===== config.mk =====
export PLATFORM = sky130hd
export DESIGN_NAME = core_sequencer
export DESIGN_NICKNAME = d
export VERILOG_FILES = /design/src/rtl/core_sequencer.sv
export SDC_FILE = /design/constraint.sdc
export NUM_CORES = 1
export LEC_CHECK = 0
export BUFFER_PORTS_ARGS = -buffer_cell sky130_fd_sc_hd__buf_2
export CAP_MARGIN = 20
export CORE_MARGIN = 1
export CORE_UTILIZATION = 46
export CTS_CLUSTER_DIAMETER = 60
export CTS_CLUSTER_SIZE = 14
export DETAILED_ROUTE_END_ITERATION = 8
export PLACE_DENSITY = 0.84
export SKIP_CTS_REPAIR_TIMING = 1
export SLEW_MARGIN = 30
export SYNTH_ARGS = -nofsm -noshare
export SYNTH_HDL_FRONTEND = slang
export SYNTH_SLANG_ARGS = --single-unit
export TNS_END_PERCENT = 100

===== constraint.sdc =====
create_clock -name clk -period 1.8 [get_ports clk]
set_input_delay 0.36 -clock clk [delete_from_list [all_inputs] [get_ports clk]]
set_output_delay 0.36 -clock clk [all_outputs]
set_load 0.02 [all_outputs]

===== src/rtl/core_sequencer.sv =====
// core_sequencer: run-control stage in front of the processor core.
// Loads an input block into the shared data memory while the core is held in
// reset, releases the core until it signals done (or a run-cycle limit hits),
// then streams the result region back out and returns to idle.
module core_sequencer #(
   parameter int unsigned AW       = 8,
   parameter int unsigned IN_BASE  = 0,
   parameter int unsigned IN_LEN   = 60,
   parameter int unsigned OUT_BASE = 64,
   parameter int unsigned OUT_LEN  = 60,
   parameter int unsigned TMO_W    = 20,
   parameter int unsigned TIMEOUT  = 1000000
) (
   input  logic             clk,
   input  logic             reset,
   input  logic             start,
   input  logic             in_valid,
   input  logic [7:0]       in_data,
   output logic             in_ready,
   output logic             out_valid,
   output logic [7:0]       out_data,
   input  logic             out_ready,
   output logic             core_reset,
   input  logic             core_done,
   output logic             mem_own,
   output logic             mem_wr_en,
   output logic [AW-1:0]    mem_addr,
   output logic [7:0]       mem_wdata,
   input  logic [7:0]       mem_rdata,
   output logic             busy,
   output logic             complete,
   output logic             timeout_err,
   output logic [TMO_W-1:0] run_cycles
);

   // Index must reach the larger of the two block lengths minus one.
   localparam int unsigned MAX_LEN = (IN_LEN > OUT_LEN) ? IN_LEN : OUT_LEN;
   localparam int unsigned IDX_W   = (MAX_LEN > 1) ? $clog2(MAX_LEN) : 1;

   typedef enum logic [2:0] {
      S_IDLE,
      S_LOAD,
      S_RUN,
      S_DRAIN,
      S_FINISH
   } state_t;

   state_t             state_q;
   logic [IDX_W-1:0]   index_q;
   logic [TMO_W-1:0]   cnt_q;
   logic [TMO_W-1:0]   run_cycles_q;
   logic               timeout_err_q;
   logic               core_reset_q;
   logic               mem_own_q;
   logic               in_ready_q;
   logic               out_valid_q;
   logic               busy_q;
   logic               complete_q;

   logic               in_fire;
   logic               out_fire;
   logic [AW-1:0]      in_addr;
   logic [AW-1:0]      out_addr;

   // Handshakes and wrapping memory addresses derived from the index register.
   assign in_fire  = in_valid & in_ready_q;
   assign out_fire = out_valid_q & out_ready;
   assign in_addr  = AW'(IN_BASE) + AW'(index_q);
   assign out_addr = AW'(OUT_BASE) + AW'(index_q);

   // Memory port: writes land in the same cycle as the input handshake, and
   // the drain address only moves on an output handshake so data stays stable.
   assign mem_wr_en = in_fire;
   assign mem_wdata = in_data;
   assign mem_addr  = (state_q == S_DRAIN) ? out_addr : in_addr;
   assign out_data  = mem_rdata;

   assign in_ready    = in_ready_q;
   assign out_valid   = out_valid_q;
   assign core_reset  = core_reset_q;
   assign mem_own     = mem_own_q;
   assign busy        = busy_q;
   assign complete    = complete_q;
   assign timeout_err = timeout_err_q;
   assign run_cycles  = run_cycles_q;

   // Job sequencing FSM; registered outputs are updated on each transition.
   always_ff @(posedge clk) begin
      if (reset) begin
         state_q       <= S_IDLE;
         index_q       <= '0;
         cnt_q         <= '0;
         run_cycles_q  <= '0;
         timeout_err_q <= 1'b0;
         core_reset_q  <= 1'b1;
         mem_own_q     <= 1'b1;
         in_ready_q    <= 1'b0;
         out_valid_q   <= 1'b0;
         busy_q        <= 1'b0;
         complete_q    <= 1'b0;
      end else begin
         complete_q <= 1'b0;
         case (state_q)
            S_IDLE: begin
               if (start) begin
                  state_q       <= S_LOAD;
                  index_q       <= '0;
                  timeout_err_q <= 1'b0;
                  in_ready_q    <= 1'b1;
                  busy_q        <= 1'b1;
               end
            end
            S_LOAD: begin
               if (in_fire) begin
                  if (index_q == IDX_W'(IN_LEN - 1)) begin
                     state_q      <= S_RUN;
                     index_q      <= '0;
                     cnt_q        <= '0;
                     in_ready_q   <= 1'b0;
                     core_reset_q <= 1'b0;
                     mem_own_q    <= 1'b0;
                  end else begin
                     index_q <= index_q + IDX_W'(1);
                  end
               end
            end
            S_RUN: begin
               // done takes priority over a coincident timeout
               if (core_done) begin
                  state_q      <= S_DRAIN;
                  run_cycles_q <= cnt_q;
                  index_q      <= '0;
                  core_reset_q <= 1'b1;
                  mem_own_q    <= 1'b1;
                  out_valid_q  <= 1'b1;
               end else if (cnt_q == TMO_W'(TIMEOUT - 1)) begin
                  state_q       <= S_FINISH;
                  run_cycles_q  <= TMO_W'(TIMEOUT);
                  timeout_err_q <= 1'b1;
                  core_reset_q  <= 1'b1;
                  mem_own_q     <= 1'b1;
                  complete_q    <= 1'b1;
               end else begin
                  cnt_q <= cnt_q + TMO_W'(1);
               end
            end
            S_DRAIN: begin
               if (out_fire) begin
                  if (index_q == IDX_W'(OUT_LEN - 1)) begin
                     state_q     <= S_FINISH;
                     out_valid_q <= 1'b0;
                     complete_q  <= 1'b1;
                  end else begin
                     index_q <= index_q + IDX_W'(1);
                  end
               end
            end
            S_FINISH: begin
               state_q <= S_IDLE;
               busy_q  <= 1'b0;
            end
            default: begin
               state_q      <= S_IDLE;
               core_reset_q <= 1'b1;
               mem_own_q    <= 1'b1;
               in_ready_q   <= 1'b0;
               out_valid_q  <= 1'b0;
               busy_q       <= 1'b0;
            end
         endcase
      end
   end

endmodule


# Word-level counts from Yosys, hierarchy flattened
# Index checks and enable logic that the tools add are counted.
# classes
add_sub_neg,3
eq_ne,17
mux,42
bitwise,6
reduce_logical,18
# op_table
operator,count
20-bit 2-to-1 mux,6
20-bit case mux with 2 select lines,1
6-bit 2-to-1 mux,6
6-bit case mux with 4 select lines,1
3-bit 2-to-1 mux,7
"20-bit by 1-bit adder with 20-bit output, second input constant",1
"20-bit equality test, second input constant",1
"2-bit != test, second input constant",9
4-bit AND reduction,4
1-bit 2-to-1 mux,13
3-bit case mux with 4 select lines,1
6-bit AND reduction,2
3-bit OR reduction,4
1-bit case mux with 3 select lines,3
"7-bit by 6-bit adder with 8-bit output, first input constant",1
8-bit 2-to-1 mux,1
"6-bit by 1-bit adder with 6-bit output, second input constant",1
"3-bit by 2-bit equality test with 1-bit output, second input constant",2
"6-bit equality test, second input constant",1
1-bit case mux with 2 select lines,3
2-bit nonzero test,3
5-bit AND reduction,1
1-bit inverter,4
2-bit AND reduction,2
7 further kinds,8
# totals
regBits,55
inputBits,22
out_inout_bits,52
word_cells,96

# Depth between registers and ports, before layout
# logic_depth
ltp_word,4
ltp_mapped,8
ltp_nobuf,6

# Least setup slack after synthesis
# Ideal clock, no wire load.
# synth_timing
path_kind,register to register
from,reg index_q[0]
to,reg cnt_q[12]
setup_time_ns,0.135
arrival_time_ns,1.864
required_ns,1.665
setup_slack_ns,-0.199
path_stages_with_launch,8
n_path_buf,1
synth_period_minus_slack_ns,1.999
cell_sequence,dfxtp_1 ha_1 and4b_1 nand4_1 a21boi_1 buf_2 o311ai_0 o41ai_1
# synth_via
elab_chain_len,3
# synth_lines
element,line,rtl
start: declaration,49,logic [IDX_W-1:0] index_q;
start signal: assignment,123,index_q <= index_q + IDX_W'(1);
start signal: assignment,154,index_q <= index_q + IDX_W'(1);
6-bit equality test,115,if (index_q == IDX_W'(IN_LEN - 1)) begin
2-bit != test (no source line),-,
5-bit AND reduction (no source line),-,
end signal: assignment,144,cnt_q <= cnt_q + TMO_W'(1);
end: declaration,50,logic [TMO_W-1:0] cnt_q;
# No other way between the ends.
# A chain may end at the register's enable or synchronous reset.

# Worst setup path after layout
# layout_timing
from,reg cnt_q[13]
to,reg cnt_q[2]
# layout_via
elab_chain_len,3
# layout_lines
element,line,rtl
20-bit equality test,136,end else if (cnt_q == TMO_W'(TIMEOUT - 1)) begin
2-bit != test (no source line),-,
5-bit AND reduction (no source line),-,
# No other way between the ends.

==> out/qor.txt <==
CTS buffer count = 5
1st-iter DRT viols = 184
area grow syn2layout = 29.6%
Starting Density = 47.9%
register bit total from synthesis = 55
Netlist Area Pre-Place = 2850 um^2
Gate Count Post-Synth = 351
vias in the first global route = 2681
WHS Endpoint = timeout_err$_SDFFE_PP0P_
slowest CP cell = or4b_4
Clock Latency Late Sink = 0.33 ns
PwrDens = 630 nW/um^2
reg2reg end = cnt_q[2]$_SDFFE_PP0P_
Async SR Flop Fraction = 0%
Synth top area share = 38.6%
largest net degree at the start of global routing = 44
initial antenna violation count = 0
Worst path max stage delay = 0.57 ns
die area = 6520 um^2
TritonRoute pass-1 iters = 4
worst path required time = 2.00 ns
most frequent cells in the layout = 62 x buf_4, 51 x dfxtp_1, 40 x buf_2
worst r2r src = cnt_q[13]$_SDFFE_PP0P_
chip width = 80.8 um
Placer Congestion = 0.893
Seq pwr share = 53.9%
Pins Over Slew Limit = 0
simple-gate portion of the synthesized area = 27.6%
std cell rows = 28
outcome = complete, but fails checks
Clock Path Buffers = 2
number of synthesized flops with an enable pin = 0
Critical Path AT = 2.14 ns
Synth cell types = 58
Clk pwr share = 31.8%
Tot Pwr = 2330 uW
largest area contributor in the netlist = dfxtp_1
Setup violations, final = 31
worst min path class = input port to flip-flop
syn avg cell area = 8.13 um^2
Leak = 0.00147 uW
post-route ant nets = 0
Synth Flop Type = dfxtp_1
die span in y = 80.8 um
share of layout cells above drive strength 1 = 35.5%
unrepaired setup endpoints after global routing = true
clock root cell = clkbuf_8
synth top area cells = dfxtp_1 39%, a21oi_1 6.1%, nand3_1 5.4%
Max Fclk = 0.516 GHz
crit path buf inv count = 1
Logic pwr share = 14.4%
max cap viols = 0
IO buf count = 40
net switching power figure = 671 uW
num ports = 74
Setup crit start kind = flip-flop
sequential share of the synthesized area = 38.6%
drt total wl = 8100 um
Worst path depth = 6
largest family of logic cells by synthesized area = simple AND/OR/NAND/NOR gates
Antenna diodes = 0
Int Pwr = 1660 uW
part of the cycle the worst path needs = 108%
core area = 5960 um^2
VDD IR max = 0.000356 V
Worst Hold Depth = 2
# nets final = 448
Mapped Nets = 375
worst slack, placed = -0.0728 ns
gr ovfl total = 0
mux share of post-synthesis cell area = 0.351%
Switching Share = 28.8%
Reg clk slew, reported paths = 0.11 ns
post-layout util = 62.1%
worst reg-to-reg setup slack = -0.14 ns
Vias = 3008
Syn. warnings = 0
CTS tree = yes
clk sink count = 55
adder and majority cell fraction of the synthesized area = 0.877%
cell family with most CP delay = simple AND/OR/NAND/NOR gates
worst clock skew = 0.0135 ns
DRC = 0
min cycle time layout = 1.94 ns
Routed WL per cell = 16.2 um
CP Capture Type = flip-flop
worst setup margin = -0.139 ns
global-route wire length before repair = 12400 um
Vias per Instance = 6.02
FF-to-FF path depth = 6
Compound-Gate Fraction of Synth Area = 22.3%
GRT Util Overall = 24.6%
most common library cell in the layout ignoring fill and taps = buf_4
Synth Area in XOR/XNOR = 0.614%
Hold Fails Final Rpt = 0
hpwl dp = 5610 um
CTS H-tree lvls = 2
critical path type = flip-flop to flip-flop
min-delay src = start
CP Max Fanout = 7
failing checks = negative setup slack
critical path, cell by cell = or4b_4 -> nor4b_4 -> a211oi_4 -> buf_12 -> a21oi_4 -> a211oi_1
power by group through the flow:
stage / combinational [uW] / sequential [uW] / clock (uW)
floorplan: 233 / 1300 / 0
global placement: 296 / 1280 / 0
detailed placement: 305 / 1280 / 0
CTS: 307 / 1250 / 733
global route: 364 / 1260 / 795
finish: 334 / 1250 / 740
routing by layer:
layer  global-route usage (%)  share of wire (%)  up-vias
met5                        0                  0        -
met2                     42.9                 50      141
met4                     10.7                2.2        0
li1                         -                  -     1414
met3                     5.06                6.7       26
met1                     29.1                 42     1427
cells in the mapped netlist (all sizes together) (9+ instances only):
cell	instances
buf	28
o21ai	10
inv	9
a21oi	35
clkbuf	12
nor2	22
dfxtp	55
nand2	31
nand3	31
nor3	21
stage by stage:
stage	hold slack, ns	std cells	area, um^2	TNS (ns)
5_1_grt	0.298	500	3700	-5.03
4_1_cts	0.283	497	3510	-4.16
6_report	0.280	500	3700	-2.01
3_3_place_gp	0.455	489	3410	-0.293
2_1_floorplan	0.448	351	2880	0
3_5_place_dp	0.456	489	3410	-1.08
state kept, by name (all words and copies together), names as in the netlist, 3 cells and up:
register	cells
cnt_q	20
state_q	3
run_cycles	20
index_q	6
kinds of logic (layout without fill, tap and decap cells):
family / Yosys count / count (layout)
XOR/XNOR: 2 / 2
multiplexers: 1 / 1
adder cells (fa/ha/maj): 2 / 2
buffers and inverters: 49 / 123
AND/OR/NAND/NOR: 147 / 147
AO/OA/AOI/OAI: 94 / 94
flip-flops: 55 / 55
other: 1 / 1
area by class of cell:
cell class | instances | area [um^2]
Sequential cell | 55 | 1110
Clock buffer | 5 | 68.8
Fill cell | 478 | 2260
Tap cell | 75 | 93.8
Timing Repair Buffer | 106 | 719
Multi-Input combinational cell | 247 | 1640
Inverter | 9 | 33.8
Clock inverter | 3 | 26.3
worst max path at each step:
| stage | start | endpoint | slack, ns |
|---|---|---|---|
| 4_1_cts | cnt_q[7]$_SDFFE_PP0P_ | cnt_q[17]$_SDFFE_PP0P_ | -0.19 |
| 6_report | cnt_q[13]$_SDFFE_PP0P_ | cnt_q[2]$_SDFFE_PP0P_ | -0.14 |
| 2_1_floorplan | cnt_q[11]$_SDFFE_PP0P_ | complete$_SDFF_PP0_ | 0.0009 |
| 5_1_grt | cnt_q[13]$_SDFFE_PP0P_ | cnt_q[2]$_SDFFE_PP0P_ | -0.22 |
| 3_5_place_dp | cnt_q[11]$_SDFFE_PP0P_ | cnt_q[13]$_SDFFE_PP0P_ | -0.07 |
| 3_3_place_gp | cnt_q[11]$_SDFFE_PP0P_ | cnt_q[14]$_SDFFE_PP0P_ | -0.06 |
worst register-to-register path, delay by kind of cell (launching register included):
kind	cells	cell delay, ns
and+or+nand+nor	2	0.94
AOI/OAI and AO/OA	3	0.35
DFF	1	0.34
buffers and inverters	1	0.18
(Power assumes the default switching activity.)
